===== config.mk =====
export PLATFORM = sky130hd
export DESIGN_NAME = v74x148_irq_enc
export DESIGN_NICKNAME = d
export VERILOG_FILES = /design/src/rtl/v74x148_pkg.sv /design/src/rtl/v74x148_prio.sv /design/src/rtl/v74x148_irq_enc.sv
export SDC_FILE = /design/constraint.sdc
export NUM_CORES = 1
export LEC_CHECK = 0
export BUFFER_PORTS_ARGS = -buffer_cell sky130_fd_sc_hd__buf_2
export CAP_MARGIN = 20
export CORE_ASPECT_RATIO = 0.9
export CORE_MARGIN = 10
export CORE_UTILIZATION = 41
export CTS_CLUSTER_SIZE = 12
export DETAILED_ROUTE_END_ITERATION = 7
export PLACE_DENSITY = 0.59
export SLEW_MARGIN = 15
export SYNTH_ARGS = -nofsm -noshare
export SYNTH_HDL_FRONTEND = slang
export SYNTH_SLANG_ARGS = --single-unit

===== constraint.sdc =====
create_clock -name CLK -period 1.9 [get_ports CLK]
set_clock_uncertainty 0.15 [all_clocks]
set_input_delay 0.19 -clock CLK [delete_from_list [all_inputs] [get_ports CLK]]
set_output_delay 0.19 -clock CLK [all_outputs]
set_load 0.005 [all_outputs]

===== src/rtl/v74x148_pkg.sv =====
// v74x148_pkg: shared widths, FSM states and idle code for the registered request encoder
package v74x148_pkg;
    localparam int N_IN = 8;
    localparam int IDX_W = 3;
    localparam logic [IDX_W-1:0] IDLE_CODE_L = 3'b111;
    typedef enum logic [1:0] {IDLE, PRESENT, CLEAR} enc_state_t;
endpackage


===== src/rtl/v74x148_prio.sv =====
// v74x148_prio: highest-set-bit index of a request vector plus an any-set flag
module v74x148_prio
    import v74x148_pkg::*;
(
    input  logic [N_IN-1:0]  vec,
    output logic [IDX_W-1:0] idx,
    output logic             any_set
);
    always_comb begin
        idx = '0;
        for (int i = 0; i < N_IN; i++)
            if (vec[i]) idx = IDX_W'(i);
    end
    assign any_set = |vec;
endmodule


===== src/rtl/v74x148_irq_enc.sv =====
// v74x148_irq_enc: registered 8-to-3 priority request encoder with valid/ack handshake and 74x148-style cascade
module v74x148_irq_enc
    import v74x148_pkg::*;
#(
    parameter int SYNC_STAGES = 2,
    parameter int EDGE_MODE   = 1
) (
    input  logic             CLK,
    input  logic             RESET,
    input  logic             EI_L,
    input  logic [N_IN-1:0]  I_L,
    input  logic             ACK,
    output logic [IDX_W-1:0] A_L,
    output logic             GS_L,
    output logic             EO_L,
    output logic             OVR
);
    logic [SYNC_STAGES-1:0][N_IN-1:0] sync;
    logic [N_IN-1:0] s_l, s_d, fall, set_ev, clr_mask, pending, pending_nxt;
    logic [IDX_W-1:0] top_idx, cur_idx, a_nxt;
    logic any_set, gs_nxt, eo_nxt, ovr_nxt;
    enc_state_t state, state_nxt;

    assign s_l = sync[SYNC_STAGES-1];
    assign fall = s_d & ~s_l;
    assign set_ev = (EDGE_MODE != 0) ? fall : ~s_l;
    // the clear scheduled by ACK lands during CLEAR; OR-ing sets afterwards lets a colliding set win
    assign clr_mask = (state == CLEAR) ? N_IN'(1) << cur_idx : '0;
    assign pending_nxt = (pending & ~clr_mask) | set_ev;

    v74x148_prio u_prio (
        .vec    (pending),
        .idx    (top_idx),
        .any_set(any_set)
    );

    always_ff @(posedge CLK or posedge RESET)
        if (RESET)
            state <= IDLE;
        else
            state <= state_nxt;

    always_comb begin
        state_nxt = (state == IDLE)    ? ((!EI_L && any_set) ? PRESENT : IDLE) :
                    (state == PRESENT) ? (ACK ? CLEAR : PRESENT) : IDLE;
    end

    // overrun counts only fresh falls, so a held-low line in level mode stays quiet
    always_comb begin
        a_nxt = (state_nxt != PRESENT) ? IDLE_CODE_L : (state == IDLE) ? ~top_idx : ~cur_idx;
        gs_nxt = state_nxt != PRESENT;
        eo_nxt = !(!EI_L && !any_set && state == IDLE && !(|set_ev));
        ovr_nxt = |(fall & pending & ~clr_mask);
    end

    always_ff @(posedge CLK or posedge RESET)
        if (RESET) begin
            sync <= '1;
            s_d <= '1;
            pending <= '0;
            cur_idx <= '0;
            A_L <= IDLE_CODE_L;
            GS_L <= 1'b1;
            EO_L <= 1'b1;
            OVR <= 1'b0;
        end else begin
            sync[0] <= I_L;
            for (int k = 1; k < SYNC_STAGES; k++)
                sync[k] <= sync[k-1];
            s_d <= s_l;
            pending <= pending_nxt;
            if (state == IDLE && state_nxt == PRESENT)
                cur_idx <= top_idx;
            A_L <= a_nxt;
            GS_L <= gs_nxt;
            EO_L <= eo_nxt;
            OVR <= ovr_nxt;
        end
endmodule

* Word-level counts from Yosys, hierarchy flattened *
Cells that the tools add are included.

storage, ports and cells
  output and inout bits = 6
  input port bits = 12
  register bits = 43

cells by class
  reduce and logical (&&, ||, !) cells = 13
  mux-type cells = 14
  bitwise logic cells = 9
  equal/unequal tests = 4
  shifts and indexed selects = 1

operators with widths
  operator                                                count
  AND 8 bit                                               4
  OR reduction 8 bit                                      3
  two-way mux 3 bit                                       6
  inverter 8 bit                                          2
  two-way mux 2 bit                                       5
  two-way mux 8 bit                                       1
  bitwise OR 8 bit                                        1
  << shifter 1 x 3 -> 8 bit (first input constant)        1
  inverter 3 bit                                          2
  logical AND 1 bit                                       5
  == test 2 x 1 -> 1 bit (second input constant)          2
  zero test 1 bit                                         4
  == test 2 bit (second input constant)                   1
  zero test 2 bit                                         1
  two-way mux 1 bit                                       2
  inequality test 2 x 1 -> 1 bit (second input constant)  1

* Longest topological paths before layout *
  depth in word-level cells = 10
  gate-level depth with buffers = 6
  depth with buffers taken out = 5

* Modules after synthesis *
From an unflattened synthesis, not the netlist that was laid out.

second synthesis, totals
  cell total of the unflattened synthesis = 112
  area, all modules = 1542.7 µm²

by module, submodules not included
  module           times used  area each (µm²)  cells an instance
  v74x148_irq_enc  1           1476.4           100
  v74x148_prio     1           66.3             12

* Least setup slack after synthesis *
No wires, ideal clock.

  path kind = flip-flop to flip-flop
  start point = reg state[0]
  end point = reg OVR
  cell stages (with the launch flop) = 5
  slack = 175 ps
  library setup time = 131 ps
  data required time = 1619 ps
  buffers on the path = 1
  arrival time = 1443 ps
  period minus slack after synthesis = 1725 ps
  path through = dfrtp_1 clkbuf_1 o41ai_1 o221ai_1 or3_1

between the ends
  word-level cells in the longest chain between the ends = 5

ends and longest elaborated chain
  element                 line                   text
  from (decl)             v74x148_irq_enc.sv:22  enc_state_t state, state_nxt;
  from (signal assigned)  v74x148_irq_enc.sv:41  state <= state_nxt;
  == test 2 bit           v74x148_irq_enc.sv:28  assign clr_mask = (state == CLEAR) ? N_IN'(1) << cur_idx : '0;
  two-way mux 8 bit       v74x148_irq_enc.sv:28
  inverter 8 bit          v74x148_irq_enc.sv:53  ovr_nxt = |(fall & pending & ~clr_mask);
  AND 8 bit               v74x148_irq_enc.sv:53
  OR reduction 8 bit      v74x148_irq_enc.sv:53
  via ovr_nxt             v74x148_irq_enc.sv:21  logic any_set, gs_nxt, eo_nxt, ovr_nxt;
  to (signal assigned)    v74x148_irq_enc.sv:77  OVR <= ovr_nxt;
  to (decl)               v74x148_irq_enc.sv:16  output logic OVR

The timed path passes the listed nets, and every way through them passes these cells.
A chain may end at the register's enable or synchronous reset.

* Worst setup path after layout *
  start point = reg cur_idx[1]
  end point = reg OVR

between the ends
  word-level cells in the longest chain between the ends = 5

ends and longest elaborated chain
  element                    line                   text
  from (decl)                v74x148_irq_enc.sv:20  logic [IDX_W-1:0] top_idx, cur_idx, a_nxt;
  from (signal assigned)     v74x148_irq_enc.sv:73  cur_idx <= top_idx;
  << shifter 1 x 3 -> 8 bit  v74x148_irq_enc.sv:28
  two-way mux 8 bit          v74x148_irq_enc.sv:28
  inverter 8 bit             v74x148_irq_enc.sv:53
  AND 8 bit                  v74x148_irq_enc.sv:53
  OR reduction 8 bit         v74x148_irq_enc.sv:53
  via ovr_nxt                v74x148_irq_enc.sv:21

The timed path passes the listed nets, and every way through them passes these cells.

==> impl_results.md <==
* Status: finished, final reports clean
* Largest net degree at the start of global routing at 44
* Boundary Pins at 18
* Setup_tns at 0 ns
* F_max at 0.547 GHz
* Starting Density at 43.8%
* DR WL/cell at 13.7 µm
* Skew-Pair Late Insertion Delay at 0.29 ns
* CTS Buf Count at 5
* Clk pin slew, worst setup/hold paths at 0.07 ns
* DIE WIDTH at 84.3 µm
* Pleak at 0.785 nW
* Min-Delay Path Class: input pin to flip-flop
* Final Hold Viols at 0
* CP top delay family: compound AO/OA/AOI/OAI gates
* Syn-to-layout area delta at 22.8%
* Met3 Resource Use GR at 4.18%
* Slew @ Worst Pin at 0.509 ns
* Worst hold slack at 0.0360 ns
* Yosys cell types at 26
* CP max stage delay at 0.45 ns
* Share of layout cells above drive strength 1 at 39.9%
* Max Root-Sink Buffers at 2
* Critical Path Source Type: flip-flop
* Seq cells post-synth at 43
* Met1 Use GR at 10.2%
* Worst hold stages at 2
* Root buf cell: clkbuf_8
* Final setup violation count at 0
* Final wirelength at 2.70 mm
* Placer congestion estimate at 0.838
* Synthesized area at 1520 µm²
* Final ANT Viol Nets at 0
* Layout net count at 164
* Top Usage Layer GRT: met2
* Max-slew violations at 0
* Vias per cell at 4.90
* Gate Count Post-Synth at 117
* # H-tree levels at 2
* Row Count at 20
* Number of max-cap violations at 0
* Layout fillers at 314
* Die Ht at 77.8 µm
* Commonest cells after routing, fill and taps aside: dfstp_2, nand2_1, buf_2, dfrtp_1, dlygate4sd3_1
* Port Buf Inserts at 17
* GRT Resource Usage Total at 8.94%
* Vias at 966
* CP arrival at 1.85 ns
* Core area at 3480 µm²
* DRC Markers at 0
* WS Path Type: flip-flop to flip-flop
* Launch point of the worst reg-to-reg path: cur_idx[1]
* Slowest CP cell: dfrtp_2
* R2r setup slk at 0.07 ns
* Worst Path Max Fanout at 7
* Seq/Total Area, Yosys at 73.0%
* Hold_sp: ACK
* Clk sinks at 43
* VDD IR max at 0.605 mV
* Antenna violations before repair at 0
* Pwr Density at 1090 nW/µm²
* Worst r2r dst: OVR
* RSZ-0062 raised after global routing: false
* Post-synth net total at 129
* CP Capture Type: flip-flop
* Period utilisation layout at 96.3%
* Die area at 6560 µm²
* Final setup margin at 0.0712 ns
* Synth Warn # at 0
* First-pass DRT Iterations at 3
* Worst-path cell chain: o41ai_2, o22a_1, o221ai_1, or3_1
* GRT overflow at 0
* Slew HR at 66.1%
* Cell count of the worst reg-to-reg path at 4
* Met2 Resource Use GR at 12.8%
* CTS tree: built
* N_diodes at 0
* Vias in the first global route at 1002
* Commonest non-fill, non-tap cell in the layout: dfstp_2
* DR iter-0 viols at 55
* Overall Power at 2.04 mW
* DP Worst Slack at 0.0523 ns
* Avg Inst Size Synth at 13.0 µm²
* First-pass GRT wire length at 4.64 mm
* Worst path required time at 1.92 ns
* Hold EP: state[1]
* Final Critical Period at 1.83 ns
* Final Util at 53.8%
* WP buf/inv at 0
[sequential cells by signal (all words and copies together) (netlist names)]
register and flops:
pending 8, s_d 8, s_l 8, sync 8
A_L 3, cur_idx 3, state 2, EO_L 1
GS_L 1, OVR 1
[power breakdown]
group | total [mW] | switching [mW] | leakage [nW] | internal, mW
registers | 1.21 | 0.127 | 0.443 | 1.08
clock network | 0.535 | 0.277 | 0.0422 | 0.258
logic | 0.293 | 0.153 | 0.299 | 0.140
[cell type report]
type / instances / area [µm²] / share of cell area [%]
Inverter: 4 / 15.0 / 0.802
Timing Repair Buffer: 29 / 198 / 10.6
Clock buffer: 7 / 76.3 / 4.08
Clock inverter: 1 / 5.00 / 0.267
Sequential cell: 43 / 1120 / 59.6
Tap cell: 44 / 55.1 / 2.94
Multi-Input combinational cell: 69 / 407 / 21.7
[synthesized netlist by cell type]
master    instances  share of area (%)
dfstp_2          29                 50
nor2b_1           2               0.82
a21oi_1           5                1.6
inv_1             4               0.98
o221ai_1          1               0.57
or3_1             2               0.82
dfrtp_1          14                 23
o22ai_1           2               0.82
nor3b_1           2               0.98
and3b_1           3                1.7
o41ai_2           1                1.1
nand2_1          19                4.7
o41ai_1           1               0.57
nor3_1            4                1.3
o21bai_1          1               0.49
o31ai_1           2               0.98
nor2_1            4               0.98
nor4_1            2               0.82
or4_1             1               0.49
nand3_1           1               0.33
nand4_1           2               0.82
clkbuf_1          1               0.25
o22a_1            1               0.57
a21o_1            2               0.98
o21ai_0           3               0.98
nand2b_1          8                3.3
[worst reg2reg max path, delay by kind of cell, from the launching register on]
family	cells	cell delay, ns
AO/OA/AOI/OAI	3	0.71
flip-flops	1	0.45
AND/OR/NAND/NOR	1	0.39
[worst max path at each step]
stage | start | end | slack (ns) | cells after the start
2_1_floorplan | state[0] | OVR | 0.18 | 4
3_3_place_gp | pending[5] | EO_L | 0.14 | 3
3_5_place_dp | cur_idx[1] | OVR | 0.05 | 4
4_1_cts | cur_idx[1] | OVR | 0.004 | 4
5_1_grt | cur_idx[1] | OVR | 0.008 | 4
6_report | cur_idx[1] | OVR | 0.07 | 4
[timing repair]
item	in CTS	in global routing
hold buffers	9	0
setup buffers	0	0
setup endpoints to repair	0	2
gates resized for setup	0	5
hold endpoints to repair	22	0
[layer usage]
layer | routed length (µm) | vias to the layer above
met3 | 182 | 7
met2 | 1220 | 21
met1 | 1220 | 463
met5 | 0 | -
met4 | 76 | 0
li1 | - | 475
[cell families after synthesis]
kind of cell,count (synthesis),share of synthesized area [%]
AOI/OAI and AO/OA,19,8.70
buffers and inverters,5,1.23
DFF,43,73.0
and+or+nand+nor,50,17.1
[metrics by stage]
| stage | std cells | instance area [µm²] |
|---|---|---|
| after global routing | 197 | 1870 |
| after CTS | 197 | 1850 |
| after detailed placement | 180 | 1680 |
| final | 197 | 1870 |
| after floorplan | 117 | 1520 |
| after global placement | 180 | 1680 |
Power figures use the tool's default switching activity.
